### config.mk
export PLATFORM = sky130hd
export DESIGN_NAME = riscv_fetch_flat
export DESIGN_NICKNAME = d
export VERILOG_FILES = /design/src/rtl/riscv_fetch_pkg.sv /design/src/rtl/riscv_fetch_if.sv /design/src/rtl/riscv_fetch_slot.sv /design/src/rtl/riscv_fetch.sv /design/src/flat_wrapper.sv
export SDC_FILE = /design/constraint.sdc
export NUM_CORES = 1
export LEC_CHECK = 0
export BUFFER_PORTS_ARGS = -buffer_cell sky130_fd_sc_hd__buf_2
export CORE_ASPECT_RATIO = 1.5
export CORE_MARGIN = 2
export CORE_UTILIZATION = 45
export CTS_BUF_LIST = sky130_fd_sc_hd__clkbuf_4 sky130_fd_sc_hd__clkbuf_8 sky130_fd_sc_hd__clkbuf_16
export CTS_CLUSTER_SIZE = 12
export DETAILED_ROUTE_END_ITERATION = 16
export GPL_TIMING_DRIVEN = 0
export HOLD_SLACK_MARGIN = 0.03
export PLACE_DENSITY_LB_ADDON = 0.08
export SETUP_SLACK_MARGIN = 0.05
export SYNTH_ARGS = -nofsm -noshare
export SYNTH_HDL_FRONTEND = slang
export SYNTH_SLANG_ARGS = --single-unit
### constraint.sdc
create_clock -name clk_i -period 1.9 [get_ports clk_i]
set_input_delay 0.095 -clock clk_i [delete_from_list [all_inputs] [get_ports clk_i]]
set_output_delay 0.095 -clock clk_i [all_outputs]
set_load 0.03 [all_outputs]
### src/rtl/riscv_fetch_pkg.sv
// Shared types and constants for the riscv_fetch front end.
package riscv_fetch_pkg;

   typedef enum logic [1:0] {
      FETCH = 2'd0,
      WAIT  = 2'd1,
      HALT  = 2'd2
   } fetch_state_e;

   localparam logic [31:0] PC_INC = 32'd4;

   typedef struct packed {
      logic [31:0] instr;
      logic [31:0] pc;
      logic        fault_fetch;
      logic        fault_page;
   } fetch_entry_t;

endpackage

### src/rtl/riscv_fetch_if.sv
// Fetch-unit bus bundle: branch redirect, icache request/response, and fetch->decode output.
interface riscv_fetch_if;

   logic        branch_request_i;
   logic [31:0] branch_pc_i;
   logic        icache_accept_i;
   logic        icache_valid_i;
   logic [31:0] icache_inst_i;
   logic        icache_error_i;
   logic        icache_page_fault_i;
   logic        fetch_accept_i;
   logic        icache_rd_o;
   logic [31:0] icache_pc_o;
   logic        fetch_valid_o;
   logic [31:0] fetch_instr_o;
   logic [31:0] fetch_pc_o;
   logic        fetch_fault_fetch_o;
   logic        fetch_fault_page_o;
   logic        squash_decode_o;

   modport master (
      input  branch_request_i, branch_pc_i, icache_accept_i, icache_valid_i,
             icache_inst_i, icache_error_i, icache_page_fault_i, fetch_accept_i,
      output icache_rd_o, icache_pc_o, fetch_valid_o, fetch_instr_o, fetch_pc_o,
             fetch_fault_fetch_o, fetch_fault_page_o, squash_decode_o
   );

   modport slave (
      output branch_request_i, branch_pc_i, icache_accept_i, icache_valid_i,
             icache_inst_i, icache_error_i, icache_page_fault_i, fetch_accept_i,
      input  icache_rd_o, icache_pc_o, fetch_valid_o, fetch_instr_o, fetch_pc_o,
             fetch_fault_fetch_o, fetch_fault_page_o, squash_decode_o
   );

endinterface

### src/rtl/riscv_fetch_slot.sv
// Output register toward decode; RISCV_FETCH_SKID_EN adds a one-entry skid behind it.
module riscv_fetch_slot
   import riscv_fetch_pkg::*;
(
   input  logic         clk_i,
   input  logic         rst_ni,
   input  logic         load,
   input  fetch_entry_t entry_in,
   input  logic         accept,
   input  logic         flush,
   output logic         valid,
   output fetch_entry_t entry_out,
   output logic         ready
);

   logic         out_valid_q;
   fetch_entry_t out_q;

`ifdef RISCV_FETCH_SKID_EN
   logic         skid_valid_q;
   fetch_entry_t skid_q;
   logic         out_free;

   assign out_free = !out_valid_q || accept;
   assign ready    = !skid_valid_q;

   always_ff @(posedge clk_i) begin
      // NOTE: sequential state is written with non-blocking assignments only.
      if (!rst_ni || flush) begin
         out_valid_q  <= 1'b0;
         out_q        <= '0;
         skid_valid_q <= 1'b0;
         skid_q       <= '0;
      end else if (out_free) begin
         if (skid_valid_q) begin
            out_valid_q  <= 1'b1;
            out_q        <= skid_q;
            skid_valid_q <= load;
            if (load) skid_q <= entry_in;
         end else begin
            out_valid_q <= load;
            if (load) out_q <= entry_in;
         end
      end else if (load) begin
         skid_valid_q <= 1'b1;
         skid_q       <= entry_in;
      end
   end
`else
   assign ready = !out_valid_q || accept;

   always_ff @(posedge clk_i) begin
      // NOTE: sequential state is written with non-blocking assignments only.
      if (!rst_ni || flush) begin
         out_valid_q <= 1'b0;
         out_q       <= '0;
      end else if (load) begin
         out_valid_q <= 1'b1;
         out_q       <= entry_in;
      end else if (accept) begin
         out_valid_q <= 1'b0;
      end
   end
`endif

   assign valid     = out_valid_q;
   assign entry_out = out_q;

endmodule

### src/rtl/riscv_fetch.sv
// Sequential instruction fetch with one outstanding icache read, redirect and fault halt.
// Optional skid buffer in the output slot: define RISCV_FETCH_SKID_EN.
module riscv_fetch
   import riscv_fetch_pkg::*;
#(
   parameter logic [31:0] BOOT_VECTOR = 32'h0000_0000
) (
   input logic           clk_i,
   input logic           rst_ni,
   riscv_fetch_if.master bus
);

   fetch_state_e state_q, state_d;
   logic [31:0]  pc_q, pc_d;
   logic         drop_q, drop_d;
   logic         rd, load, resp_fault;
   logic         slot_ready, slot_valid;
   fetch_entry_t resp_entry, out_entry;

   assign rd = rst_ni && (state_q == FETCH) && slot_ready && !bus.branch_request_i;
   assign resp_fault = bus.icache_error_i || bus.icache_page_fault_i;

   // Only one read is in flight and a redirect always drops it, so its address is pc_q - 4.
   assign resp_entry = '{
      instr:       resp_fault ? 32'h0 : bus.icache_inst_i,
      pc:          pc_q - PC_INC,
      fault_fetch: bus.icache_error_i,
      fault_page:  bus.icache_page_fault_i
   };

   always_ff @(posedge clk_i) begin
      if (!rst_ni) begin
         state_q <= FETCH;
         pc_q    <= BOOT_VECTOR;
         drop_q  <= 1'b0;
      end else begin
         state_q <= state_d;
         pc_q    <= pc_d;
         drop_q  <= drop_d;
      end
   end

   always_comb begin
      // NOTE: every signal of this block gets a default first, so no path infers a latch.
      state_d = state_q;
      pc_d    = pc_q;
      drop_d  = drop_q;
      load    = 1'b0;
      if (bus.branch_request_i) begin
         pc_d = {bus.branch_pc_i[31:2], 2'b00};
         if (state_q == WAIT && !bus.icache_valid_i) begin
            drop_d = 1'b1;
         end else begin
            state_d = FETCH;
            drop_d  = 1'b0;
         end
      end else begin
         unique case (state_q)
            FETCH: begin
               if (rd && bus.icache_accept_i) begin
                  pc_d    = pc_q + PC_INC;
                  state_d = WAIT;
               end
            end
            WAIT: begin
               if (bus.icache_valid_i) begin
                  if (drop_q) begin
                     drop_d  = 1'b0;
                     state_d = FETCH;
                  end else begin
                     load    = 1'b1;
                     state_d = resp_fault ? HALT : FETCH;
                  end
               end
            end
            default: ;
         endcase
      end
   end

   riscv_fetch_slot u_slot (
      .clk_i     (clk_i),
      .rst_ni    (rst_ni),
      .load      (load),
      .entry_in  (resp_entry),
      .accept    (bus.fetch_accept_i),
      .flush     (bus.branch_request_i),
      .valid     (slot_valid),
      .entry_out (out_entry),
      .ready     (slot_ready)
   );

   assign bus.icache_rd_o         = rd;
   assign bus.icache_pc_o         = pc_q;
   assign bus.fetch_valid_o       = slot_valid;
   assign bus.fetch_instr_o       = out_entry.instr;
   assign bus.fetch_pc_o          = out_entry.pc;
   assign bus.fetch_fault_fetch_o = out_entry.fault_fetch;
   assign bus.fetch_fault_page_o  = out_entry.fault_page;
   assign bus.squash_decode_o     = bus.branch_request_i;

endmodule

### src/flat_wrapper.sv
// flat-port wrapper written by rule: the top's interface ports become plain ports
module riscv_fetch_flat import riscv_fetch_pkg::*;
#(
   parameter logic [31:0] BOOT_VECTOR = 32'h0000_0000
)
  (clk_i, rst_ni, bus_branch_request_i, bus_branch_pc_i, bus_icache_accept_i, bus_icache_valid_i, bus_icache_inst_i, bus_icache_error_i, bus_icache_page_fault_i, bus_fetch_accept_i, bus_icache_rd_o, bus_icache_pc_o, bus_fetch_valid_o, bus_fetch_instr_o, bus_fetch_pc_o, bus_fetch_fault_fetch_o, bus_fetch_fault_page_o, bus_squash_decode_o);
  riscv_fetch_if bus_i ();
  input logic clk_i;
  input logic rst_ni;
  input wire logic [$bits(bus_i.branch_request_i)-1:0] bus_branch_request_i;
  input wire logic [$bits(bus_i.branch_pc_i)-1:0] bus_branch_pc_i;
  input wire logic [$bits(bus_i.icache_accept_i)-1:0] bus_icache_accept_i;
  input wire logic [$bits(bus_i.icache_valid_i)-1:0] bus_icache_valid_i;
  input wire logic [$bits(bus_i.icache_inst_i)-1:0] bus_icache_inst_i;
  input wire logic [$bits(bus_i.icache_error_i)-1:0] bus_icache_error_i;
  input wire logic [$bits(bus_i.icache_page_fault_i)-1:0] bus_icache_page_fault_i;
  input wire logic [$bits(bus_i.fetch_accept_i)-1:0] bus_fetch_accept_i;
  output wire logic [$bits(bus_i.icache_rd_o)-1:0] bus_icache_rd_o;
  output wire logic [$bits(bus_i.icache_pc_o)-1:0] bus_icache_pc_o;
  output wire logic [$bits(bus_i.fetch_valid_o)-1:0] bus_fetch_valid_o;
  output wire logic [$bits(bus_i.fetch_instr_o)-1:0] bus_fetch_instr_o;
  output wire logic [$bits(bus_i.fetch_pc_o)-1:0] bus_fetch_pc_o;
  output wire logic [$bits(bus_i.fetch_fault_fetch_o)-1:0] bus_fetch_fault_fetch_o;
  output wire logic [$bits(bus_i.fetch_fault_page_o)-1:0] bus_fetch_fault_page_o;
  output wire logic [$bits(bus_i.squash_decode_o)-1:0] bus_squash_decode_o;
  assign bus_i.branch_request_i = bus_branch_request_i;
  assign bus_i.branch_pc_i = bus_branch_pc_i;
  assign bus_i.icache_accept_i = bus_icache_accept_i;
  assign bus_i.icache_valid_i = bus_icache_valid_i;
  assign bus_i.icache_inst_i = bus_icache_inst_i;
  assign bus_i.icache_error_i = bus_icache_error_i;
  assign bus_i.icache_page_fault_i = bus_icache_page_fault_i;
  assign bus_i.fetch_accept_i = bus_fetch_accept_i;
  assign bus_icache_rd_o = bus_i.icache_rd_o;
  assign bus_icache_pc_o = bus_i.icache_pc_o;
  assign bus_fetch_valid_o = bus_i.fetch_valid_o;
  assign bus_fetch_instr_o = bus_i.fetch_instr_o;
  assign bus_fetch_pc_o = bus_i.fetch_pc_o;
  assign bus_fetch_fault_fetch_o = bus_i.fetch_fault_fetch_o;
  assign bus_fetch_fault_page_o = bus_i.fetch_fault_page_o;
  assign bus_squash_decode_o = bus_i.squash_decode_o;
  riscv_fetch #(.BOOT_VECTOR(BOOT_VECTOR)) u_core (.clk_i(clk_i), .rst_ni(rst_ni), .bus(bus_i));
endmodule
==> results of run 1 <==
layer usage:
metal	share of wire (%)	track usage, %
met1	40	31.27
met2	52	49.82
met3	5.8	3.885
met4	2.3	9.140
met5	0	0
Yosys cell counts, types with 3 or more instances:
library cell,instances,area share (%)
buf_2,8,0.85
inv_1,9,0.72
a31oi_1,4,0.53
buf_4,5,0.79
dfxtp_1,98,42
or4_1,3,0.48
nand4b_1,4,0.74
xor2_1,18,3.3
and2_1,4,0.53
and4_1,3,0.56
nor4_1,15,2.0
clkbuf_1,43,3.4
nand4_1,11,1.5
a211oi_1,7,1.1
o21ai_0,43,4.6
nor2_1,36,2.9
a21oi_1,82,8.7
xnor2_1,21,3.9
nand3_1,56,5.9
nand2_1,63,5.0
nor3_1,9,0.95
a311oi_1,4,0.74
and3_1,8,1.1
through the flow:
step	cell area, um^2	util (%)	power [mW]	cells	setup slack, ns
after CTS	6879	67.50	5.021	972	-0.04194
after detailed placement	5843	57.34	2.969	904	-0.3077
after global routing	7133	69.99	5.245	981	-0.1694
after global placement	5843	57.34	2.961	904	-0.2857
final	7133	69.99	5.069	981	-0.09787
after floorplan	4846	-	2.721	599	-0.1676
flip-flops by register name (all words and copies together), names as in the netlist:
register	count
u_core.bus.icache_pc_o	30
u_core.drop_q	1
u_core.state_q	2
u_core.u_slot.entry_out	64
u_core.u_slot.valid	1
worst max-delay path, cell delays in order, from the launching register on:
cell	delay (ns)
dfxtp_4	0.35
or4_4	0.55
nor4b_4	0.30
buf_6	0.18
buf_8	0.14
a31oi_4	0.08
a31oi_1	0.18
a21oi_1	0.09
kinds of logic after synthesis:
kind of cell | count (synthesis)
AND/OR/NAND/NOR | 223
AO/OA/AOI/OAI | 161
flip-flops | 98
buffers and inverters | 69
XOR/XNOR | 39
multiplexers | 3
adder cells (fa/ha/maj) | 2
other | 1
final cells by class:
cell class / count / area, um^2 / area share, %
clock inverters: 4 / 56.30 / 0.7893
well taps: 141 / 176.4 / 2.473
flip-flops and latches: 98 / 2016 / 28.26
clock buffers: 11 / 264.0 / 3.701
repair buffers: 235 / 1479 / 20.73
plain buffers: 51 / 285.3 / 3.999
multi-input cells: 432 / 2823 / 39.57
inverters: 9 / 33.78 / 0.4736
power breakdown:
part / internal, mW / switching (mW) / total (mW)
Sequential: 2.11 / 0.0999 / 2.21
Combinational: 0.394 / 0.528 / 0.922
Clock: 1.14 / 0.798 / 1.94
Total: 3.64 / 1.43 / 5.07
what timing repair did:
item,in CTS,in global routing
pin swaps,25,15
endpoints found under the hold margin,44,0
hold buffers,44,0
gates cloned,1,0
gates resized for setup,46,53
setup buffers,17,9
setup endpoints to repair,87,76
worst min path at each step:
stage | cells past startpoint | start | to
floorplan | 2 | bus_branch_pc_i[12] | u_core.bus.icache_pc_o[12]$_SDFFE_PN0P_
global placement | 3 | bus_branch_pc_i[12] | u_core.bus.icache_pc_o[12]$_SDFFE_PN0P_
detailed placement | 3 | bus_branch_pc_i[12] | u_core.bus.icache_pc_o[12]$_SDFFE_PN0P_
CTS | 3 | bus_branch_pc_i[21] | u_core.bus.icache_pc_o[21]$_SDFFE_PN0P_
global route | 3 | bus_branch_pc_i[21] | u_core.bus.icache_pc_o[21]$_SDFFE_PN0P_
finish | 3 | bus_branch_pc_i[21] | u_core.bus.icache_pc_o[21]$_SDFFE_PN0P_
==> out/results.ini, run 1 <==
[logic_synthesis]
synthArstFlopShare_pct=0
synth_top_family_by_area=simple AND/OR/NAND/NOR gates
avgSynthCellArea_um2=7.925
ys_ff_latch=98
ys_warn_count=0
netlist_instances=596
synth_ff_type=dfxtp_1
synth-edff-count=0
synth_compound_area_share_pct=19.15
synth-simple-area-share_pct=24.37
ys_seq_area_share_pct=41.54
netlist_area_mm2=0.004723
synth_xor_area_share_pct=7.232
yosysUniqueCellTypes=53
synthAdderAreaFrac_pct=0.5298
muxShareOfSynthArea_pct=0.6887

[sta]
hold_viol_final=0
slew_headroom_pct=59.22
setup_viol=11
finalCritPeriodShare_pct=105.2
fin_ws_ns=-0.09787
drv_slew=0
period_minus_slack_ns=1.998
finalSetupTns_ns=-0.6185
max_clock_freq_ghz=0.5005
worst_pin_slew_ns=0.6117
fin_worst_skew_ns=0.006829
rsz0062_at_grt=true
whs_ns=0.03433

[placement]
hpwlAfterDp_um=11150
portBuffers=164
gp_congestion=0.9011

[flow_run]
drv_cap=0

[worst_setup_path]
reg2reg_from=u_core.bus.icache_pc_o[11]$_SDFFE_PN0P_
r2r-end=u_core.u_slot.entry_out[21]$_SDFFE_PP0P_
r2r_slack_ns=-0.1
cp_max_fo=8
worst_setup_path_end_kind=flip-flop
timing.critical_path.from=u_core.bus.icache_pc_o[11]$_SDFFE_PN0P_
crit_type=reg -> reg
startpoint_type=flip-flop
rr_worst_depth=7
cp_data_required_time_ns=2.11
endpoint=u_core.u_slot.entry_out[21]$_SDFFE_PP0P_
critPathArrivalTime_ns=2.21

[clock_tree]
h-tree-depth=3
insertion_delay_ns=0.34
clk_pin_slew_ns=0.07
cts_tree=yes
cts_root_buf=clkbuf_16
cts_buffer_depth=2
cts.sinks=98
numCtsBuffers=9

[run_status]
status=complete, but fails checks
violations=negative setup slack

[pwr]
ir_worst_vdd_uv=573.0
power.density_mw_per_mm2=710.6
p_leak_nw=2.991

[detailed_routing]
drc_errors=0
wl_um=15930
firstDrtPassIters=4
wl_per_cell_um=16.24
routed_via_density=5.421
drt_iter0_drc=254
vias=5318
drtAntennaViolNets=0

[die]
num_rows=45
ios=173
start_util_pct=46.35
die_w_um=87.65
die_h_um=129.5
fp.dieArea_mm2=0.01135
core_mm2=0.01019

[cells_and_area]
nNetsFinal=910
fillers=838
layout-drive-gt1-share_pct=35.95
layout_commonest_cell=buf_2
layout_common_cells=165 x buf_2, 82 x a21oi_1, 77 x dfxtp_1
num_antenna_cells=0
syn2layout_area_growth_pct=51.02

[global_routing]
grt.overflow.total=0
grt_max_degree=17
grt_usage_pct=27.01
antenna_found_initial=0
grt_pass1_wl_um=24320
grt_pass1_vias=4998

[min_path]
hp-class=in -> reg

Power figures use the tool's default switching activity.
==> inputs of run 2 (changes only) <==
ABC_AREA = 1   (was unset)
CORE_UTILIZATION = 47   (was 45)
REMOVE_ABC_BUFFERS = 1   (was unset)
==> out/results.ini, run 2 <==
[logic_synthesis]
synth_ff_type=dfxtp_1
synth_top_area_share_pct=35.22  ; -6.3 points
ys_ff_latch=98  ; unchanged
synth.top_cells.by_area=dfxtp_1 35%, nand2_1 15%, nor2_1 10%
ys_seq_area_share_pct=35.22  ; -6.3 points
synthArstFlopShare_pct=0  ; unchanged
netlist_area_mm2=0.005570  ; +18%
avgSynthCellArea_um2=6.280  ; -21%
synth-edff-count=0  ; unchanged
yosysTopAreaCell=dfxtp_1
ys_warn_count=0  ; unchanged
synth.most_common_cell=nand2_1
yosysUniqueCellTypes=36  ; -32%
yosys-top-cells-count=223 x nand2_1, 150 x nor2_1, 98 x dfxtp_1
netlist_instances=887  ; +49%

[worst_setup_path]
crit_type=reg -> reg
r2r-end=u_core.state_q[0]$_SDFFE_PN0P_
critPathArrivalTime_ns=1.97  ; -0.24 ns
max_stage_delay_ns=0.34  ; -0.21 ns
reg2reg_from=u_core.state_q[0]$_SDFFE_PN0P_
cpMostUsedCell=nand2_1
cp_max_fo=26  ; +18
cp_slowest_cell=dfxtp_1
rr_worst_depth=8  ; +1
timing.critical_path.from=u_core.state_q[0]$_SDFFE_PN0P_
worst_setup_path_end_kind=flip-flop
worst-path-buf-inv=1  ; -1
cp_data_required_time_ns=2.12  ; about the same
r2r_slack_ns=0.15  ; +0.25 ns
crit_family=simple AND/OR/NAND/NOR gates
startpoint_type=flip-flop
worstPathCellList=nor2_2, nand4_4, nand2_8, inv_4, nand2_1, nand2_1, nor2_1, o21ai_0

[detailed_routing]
drt_iter0_drc=326  ; +28%
drtAntennaViolNets=0  ; unchanged
firstDrtPassIters=5  ; +1
wl_per_cell_um=14.52  ; -11%
routed_via_density=5.061  ; -6.6%
wl_um=17760  ; +11%
drc_errors=0  ; unchanged
vias=6189  ; +16%

[die]
start_util_pct=48.31  ; +2.0 points
die_w_um=92.89  ; +6.0%
die_h_um=137.3  ; +6.1%
ios=173  ; unchanged
num_rows=48  ; +6.7%
fp.dieArea_mm2=0.01276  ; +12%
core_mm2=0.01153  ; +13%

[placement]
hpwlAfterDp_um=12190  ; +9.4%
dpl-instance-area_mm2=0.006387  ; +9.3%
gp_congestion=0.9303  ; +3.2%
portBuffers=166  ; +1.2%

[clock_tree]
insertion_delay_ns=0.35  ; about the same
clk_pin_slew_ns=0.07  ; about the same
cts_tree=yes
cts.sinks=98  ; unchanged
numCtsBuffers=9  ; unchanged
cts_root_buf=clkbuf_16
cts_buffer_depth=2  ; unchanged
h-tree-depth=3  ; unchanged

[min_path]
hp-class=in -> reg
hold_depth=5  ; +2
min_to=u_core.bus.icache_pc_o[19]$_SDFFE_PN0P_
hp-start=bus_branch_pc_i[19]

[cells_and_area]
syn2layout_area_growth_pct=30.91
fin_area_mm2=0.007292  ; +2.2%
nNetsFinal=1142  ; +25%
num_antenna_cells=0  ; unchanged
fillers=1178  ; +41%
layout_commonest_cell=nand2_1
largest_reg_flops=64  ; unchanged
layout-drive-gt1-share_pct=23.21  ; -13 points
layout_common_cells=223 x nand2_1, 166 x buf_2, 144 x nor2_1

[global_routing]
grt_max_degree=82  ; +65
grt_pass1_vias=5669  ; +13%
grt_pass1_wl_um=27910  ; +15%
grt_usage_pct=27.48  ; +0.48 points
grt.overflow.total=0  ; unchanged
antenna_found_initial=0  ; unchanged

[pwr]
power.density_mw_per_mm2=716.7  ; +0.86%
ir_worst_vdd_uv=502.0  ; -12%
p_leak_nw=3.375  ; +13%

[sta]
worst_pin_slew_ns=0.8475  ; +0.2358 ns
finalSetupTns_ns=0  ; +0.6185 ns
setup_viol=0  ; -11
hold_viol_final=0  ; unchanged
drv_slew=0  ; unchanged
rsz0062_at_grt=false
slew_headroom_pct=43.42  ; -16 points
fin_worst_skew_ns=0.008928  ; +0.002099 ns
period_minus_slack_ns=1.746  ; -0.2514 ns
max_clock_freq_ghz=0.5726  ; +14%
finalCritPeriodShare_pct=91.92  ; -13 points

[flow_run]
drv_cap=0  ; unchanged

[run_status]
status=complete, no violations

==> run 2: kinds of logic after synthesis <==
logic type	count (synthesis)	share of synthesized area, %
AO/OA/AOI/OAI	128	12.33
AND/OR/NAND/NOR	507	38.81
adder cells (fa/ha/maj)	2	0.4492
flip-flops	98	35.22
XOR/XNOR	17	2.673
buffers and inverters	134	10.44
other	1	0.06732
==> run 2: worst max-delay path by stage <==
stage	slack [ns]	end	cells after the start
3_5_place_dp	-0.95	u_core.u_slot.entry_out[22]$_SDFFE_PP0P_	8
3_3_place_gp	-2.50	u_core.u_slot.entry_out[22]$_SDFFE_PP0P_	7
2_1_floorplan	-0.84	u_core.u_slot.entry_out[18]$_SDFFE_PP0P_	8
6_report	0.15	u_core.state_q[0]$_SDFFE_PN0P_	8
4_1_cts	0.05	u_core.bus.icache_pc_o[21]$_SDFFE_PN0P_	8
5_1_grt	0.05	u_core.bus.icache_pc_o[19]$_SDFFE_PN0P_	9
==> run 2: layout make-up <==
class,instances,area (um^2),area share [%]
multi-input cells,658,3084,42.30
flip-flops and latches,98,1976,27.09
repair buffers,217,1354,18.57
inverters,83,350.3,4.804
clock buffers,10,239.0,3.277
well taps,150,187.7,2.574
clock inverters,6,96.34,1.321
repair inverters,1,5.005,0.06863
==> run 2: where the power goes <==
part / internal [mW] / switching [mW]
Combinational: 0.331 / 0.596
Clock: 1.21 / 0.860
Sequential: 2.11 / 0.117
Total: 3.65 / 1.57
==> run 2: stage by stage <==
stage                     power (mW)  instances  setup slack, ns  utilization (%)  hold WS, ns
after floorplan                2.785        839          -0.8399                -       0.1900
after CTS                      5.228       1213          0.04791            61.95      0.03031
after global routing           5.443       1223          0.05213            63.24      0.06452
final                          5.226       1223           0.1535            63.24      0.03447
after detailed placement       3.098       1157          -0.9491            55.39       0.3717
after global placement         3.088       1155           -2.496            54.92       0.3685
==> run 2: metal layers <==
metal	track usage, %	part of all wire [%]	up-vias
met5	0	0	-
met3	4.705	6.9	24
li1	-	-	3201
met4	11.85	3.3	0
met1	33.87	41	2717
met2	47.06	49	247
==> run 2: timing repair <==
action,4_1_cts,5_1_grt
setup endpoints to repair,88,36
gates cloned,1,1
resized for setup,10,19
pin swaps,0,3
setup buffers,3,9
hold buffers,36,0
endpoints found under the hold margin,36,0
==> run 2: worst min-delay path, stage by stage <==
cell and delay (ns):
buf_2 0.07, nand2_1 0.04, nand3_1 0.07, nand2_1 0.04
inv_1 0.04
==> inputs of run 3 (changes only) <==
clock period = 1.5 ns   (was 1.9 ns; I/O delays follow)
==> out/results.ini, run 3 (synthesized netlist as in run 2, its figures left out) <==
[worst_setup_path]
crit_type=reg -> reg
cp_data_required_time_ns=1.78  ; -0.34 ns
cp_max_fo=4  ; -85%
crit_family=simple AND/OR/NAND/NOR gates
worst_setup_path_end_kind=flip-flop
worstPathCellList=buf_12, buf_4, nand2_1, nor2_4, nand3_2, nor2_4, nand4_1, nand2_1, nand2_1, a21oi_1
max_stage_delay_ns=0.38  ; +0.04 ns
crit_cells=10  ; +2
worst-path-buf-inv=2  ; +1
cp_slowest_cell=dfxtp_4
critPathArrivalTime_ns=1.90  ; -0.07 ns
cpMostUsedCell=nand2_1
rr_worst_depth=10  ; +2
startpoint_type=flip-flop

[pwr]
power.density_mw_per_mm2=833.5  ; +16%
power.switching_mw=2.225  ; +41%
p_leak_nw=3.812  ; +13%
seqPwrFrac_pct=40.3  ; -2.4 points
internal_power_mw=4.794  ; +31%
p_clk_share_pct=37.6  ; -2.0 points
ir_worst_vdd_uv=582.4  ; +16%
combPwrFrac_pct=22.1  ; +4.4 points
swShare_pct=31.70  ; +1.6 points

[sta]
drv_slew=0  ; unchanged
rsz0062_at_grt=true
fin_ws_ns=-0.1189  ; -0.2724 ns
finalSetupTns_ns=-0.3288  ; -0.3288 ns
hold_viol_final=0  ; unchanged
max_clock_freq_ghz=0.6177  ; +7.9%
slew_headroom_pct=47.78  ; +4.4 points
fin_worst_skew_ns=0.008177  ; -0.0007508 ns
setup_viol=6  ; +6
period_minus_slack_ns=1.619  ; -0.1276 ns
worst_pin_slew_ns=0.7825  ; -0.06503 ns
finalCritPeriodShare_pct=107.9  ; +16 points

[detailed_routing]
vias=6756  ; +9.2%
firstDrtPassIters=5  ; unchanged
routed_via_density=5.307  ; +4.9%
drtAntennaViolNets=0  ; unchanged
drc_errors=0  ; unchanged
wl_per_cell_um=16.86  ; +16%
drt_iter0_drc=411  ; +26%
wl_um=21460  ; +21%

[cells_and_area]
fillers=968  ; -18%
layout_commonest_cell=nand2_1
largest_reg_flops=64  ; unchanged
layout-drive-gt1-share_pct=36.78  ; +14 points
fin_cells=1273  ; +4.1%
layout_common_cells=192 x nand2_1, 165 x buf_2, 98 x nor2_1
syn2layout_area_growth_pct=51.17
num_antenna_cells=0  ; unchanged
nNetsFinal=1192  ; +4.4%

[flow_run]
drv_cap=0  ; unchanged

[placement]
portBuffers=166  ; unchanged
place_ws_ns=-1.329  ; -0.3800 ns
hpwlAfterDp_um=12190  ; unchanged
gp_congestion=0.9303  ; unchanged
placed_cells=1157  ; unchanged

[die]
fp.dieArea_mm2=0.01276  ; unchanged
num_rows=48  ; unchanged
core_mm2=0.01153  ; unchanged
die_h_um=137.3  ; unchanged
ios=173  ; unchanged
die_w_um=92.89  ; unchanged
start_util_pct=48.31  ; unchanged

[run_status]
violations=negative setup slack
status=complete, but fails checks

[clock_tree]
h-tree-depth=3  ; unchanged
cts_tree=yes
cts_root_buf=clkbuf_16
numCtsBuffers=9  ; unchanged
cts.sinks=98  ; unchanged
insertion_delay_ns=0.35  ; about the same
cts_buffer_depth=2  ; unchanged
clk_pin_slew_ns=0.07  ; about the same

[global_routing]
grt_max_degree=51  ; -38%
antenna_found_initial=0  ; unchanged
grt_pass1_wl_um=29150  ; +4.5%
grt_usage_pct=28.97  ; +1.5 points
grt_pass1_vias=5951  ; +5.0%
grt.overflow.total=0  ; unchanged

[min_path]
hold_depth=4  ; -1
hp-class=in -> reg

run 3: path summary, 6_finish.rpt:
kind | endpoint | slack, ns | startpoint
worst min register to register | u_core.u_slot.entry_out[56]$_SDFFE_PP0P_ | 0.46 | u_core.u_slot.entry_out[56]$_SDFFE_PP0P_
worst max register to register | u_core.bus.icache_pc_o[27]$_SDFFE_PN0P_ | -0.12 | u_core.bus.icache_pc_o[4]$_SDFFE_PN0P_
worst min-delay path | u_core.u_slot.valid$_SDFFE_PP0P_ | 0.04 | bus_fetch_accept_i
worst max-delay path | u_core.bus.icache_pc_o[27]$_SDFFE_PN0P_ | -0.12 | u_core.bus.icache_pc_o[4]$_SDFFE_PN0P_
run 3: power by group through the flow:
stage / Clock, mW / Combinational, mW / Sequential [mW]
2_1_floorplan: 0 / 0.575 / 2.95
3_3_place_gp: 0 / 1.04 / 2.88
3_5_place_dp: 0 / 1.05 / 2.87
4_1_cts: 2.67 / 1.27 / 2.82
5_1_grt: 2.77 / 1.67 / 2.84
6_report: 2.64 / 1.55 / 2.83
run 3: area by class of cell:
cell class	instances	area [um^2]	area share, %
Multi-Input combinational cell	658	3581	42.53
Sequential cell	98	2056	24.41
Timing Repair Buffer	261	1808	21.47
Inverter	83	376.6	4.473
Clock buffer	10	239.0	2.838
Tap cell	150	187.7	2.229
Clock inverter	6	96.34	1.144
Timing Repair inverter	7	76.32	0.9064
run 3: per-layer routing:
metal | part of all wire [%] | routed length [um] | vias up | track usage, %
li1 | - | - | 3298 | -
met3 | 6.7 | 1437 | 75 | 4.759
met1 | 39 | 8296 | 3078 | 35.24
met4 | 5.8 | 1236 | 0 | 15.28
met5 | 0 | 0 | - | 0
met2 | 49 | 10490 | 305 | 48.91
run 3: worst min-delay path: stages:
cell and delay (ns):
buf_2 0.08, inv_1 0.04, nand2_2 0.08, a21oi_1 0.07
run 3: stage by stage:
stage          cell area, um^2  power (mW)  utilization (%)  hold slack [ns]
4_1_cts                   7646       6.755            66.31          0.04266
3_5_place_dp              6387       3.924            55.39           0.3517
6_report                  8421       7.019            73.03          0.04042
5_1_grt                   8421       7.283            73.03          0.05713
3_3_place_gp              6332       3.911            54.92           0.3485
2_1_floorplan             5314       3.528                -           0.1500
run 3: timing repair:
| item | 4_1_cts | 5_1_grt |
|---|---|---|
| cloned | 3 | 7 |
| gates resized for setup | 112 | 133 |
| pin swaps | 9 | 30 |
| setup endpoints to repair | 97 | 82 |
| setup buffers | 19 | 31 |
| endpoints found under the hold margin | 40 | 0 |
| hold buffers | 40 | 0 |
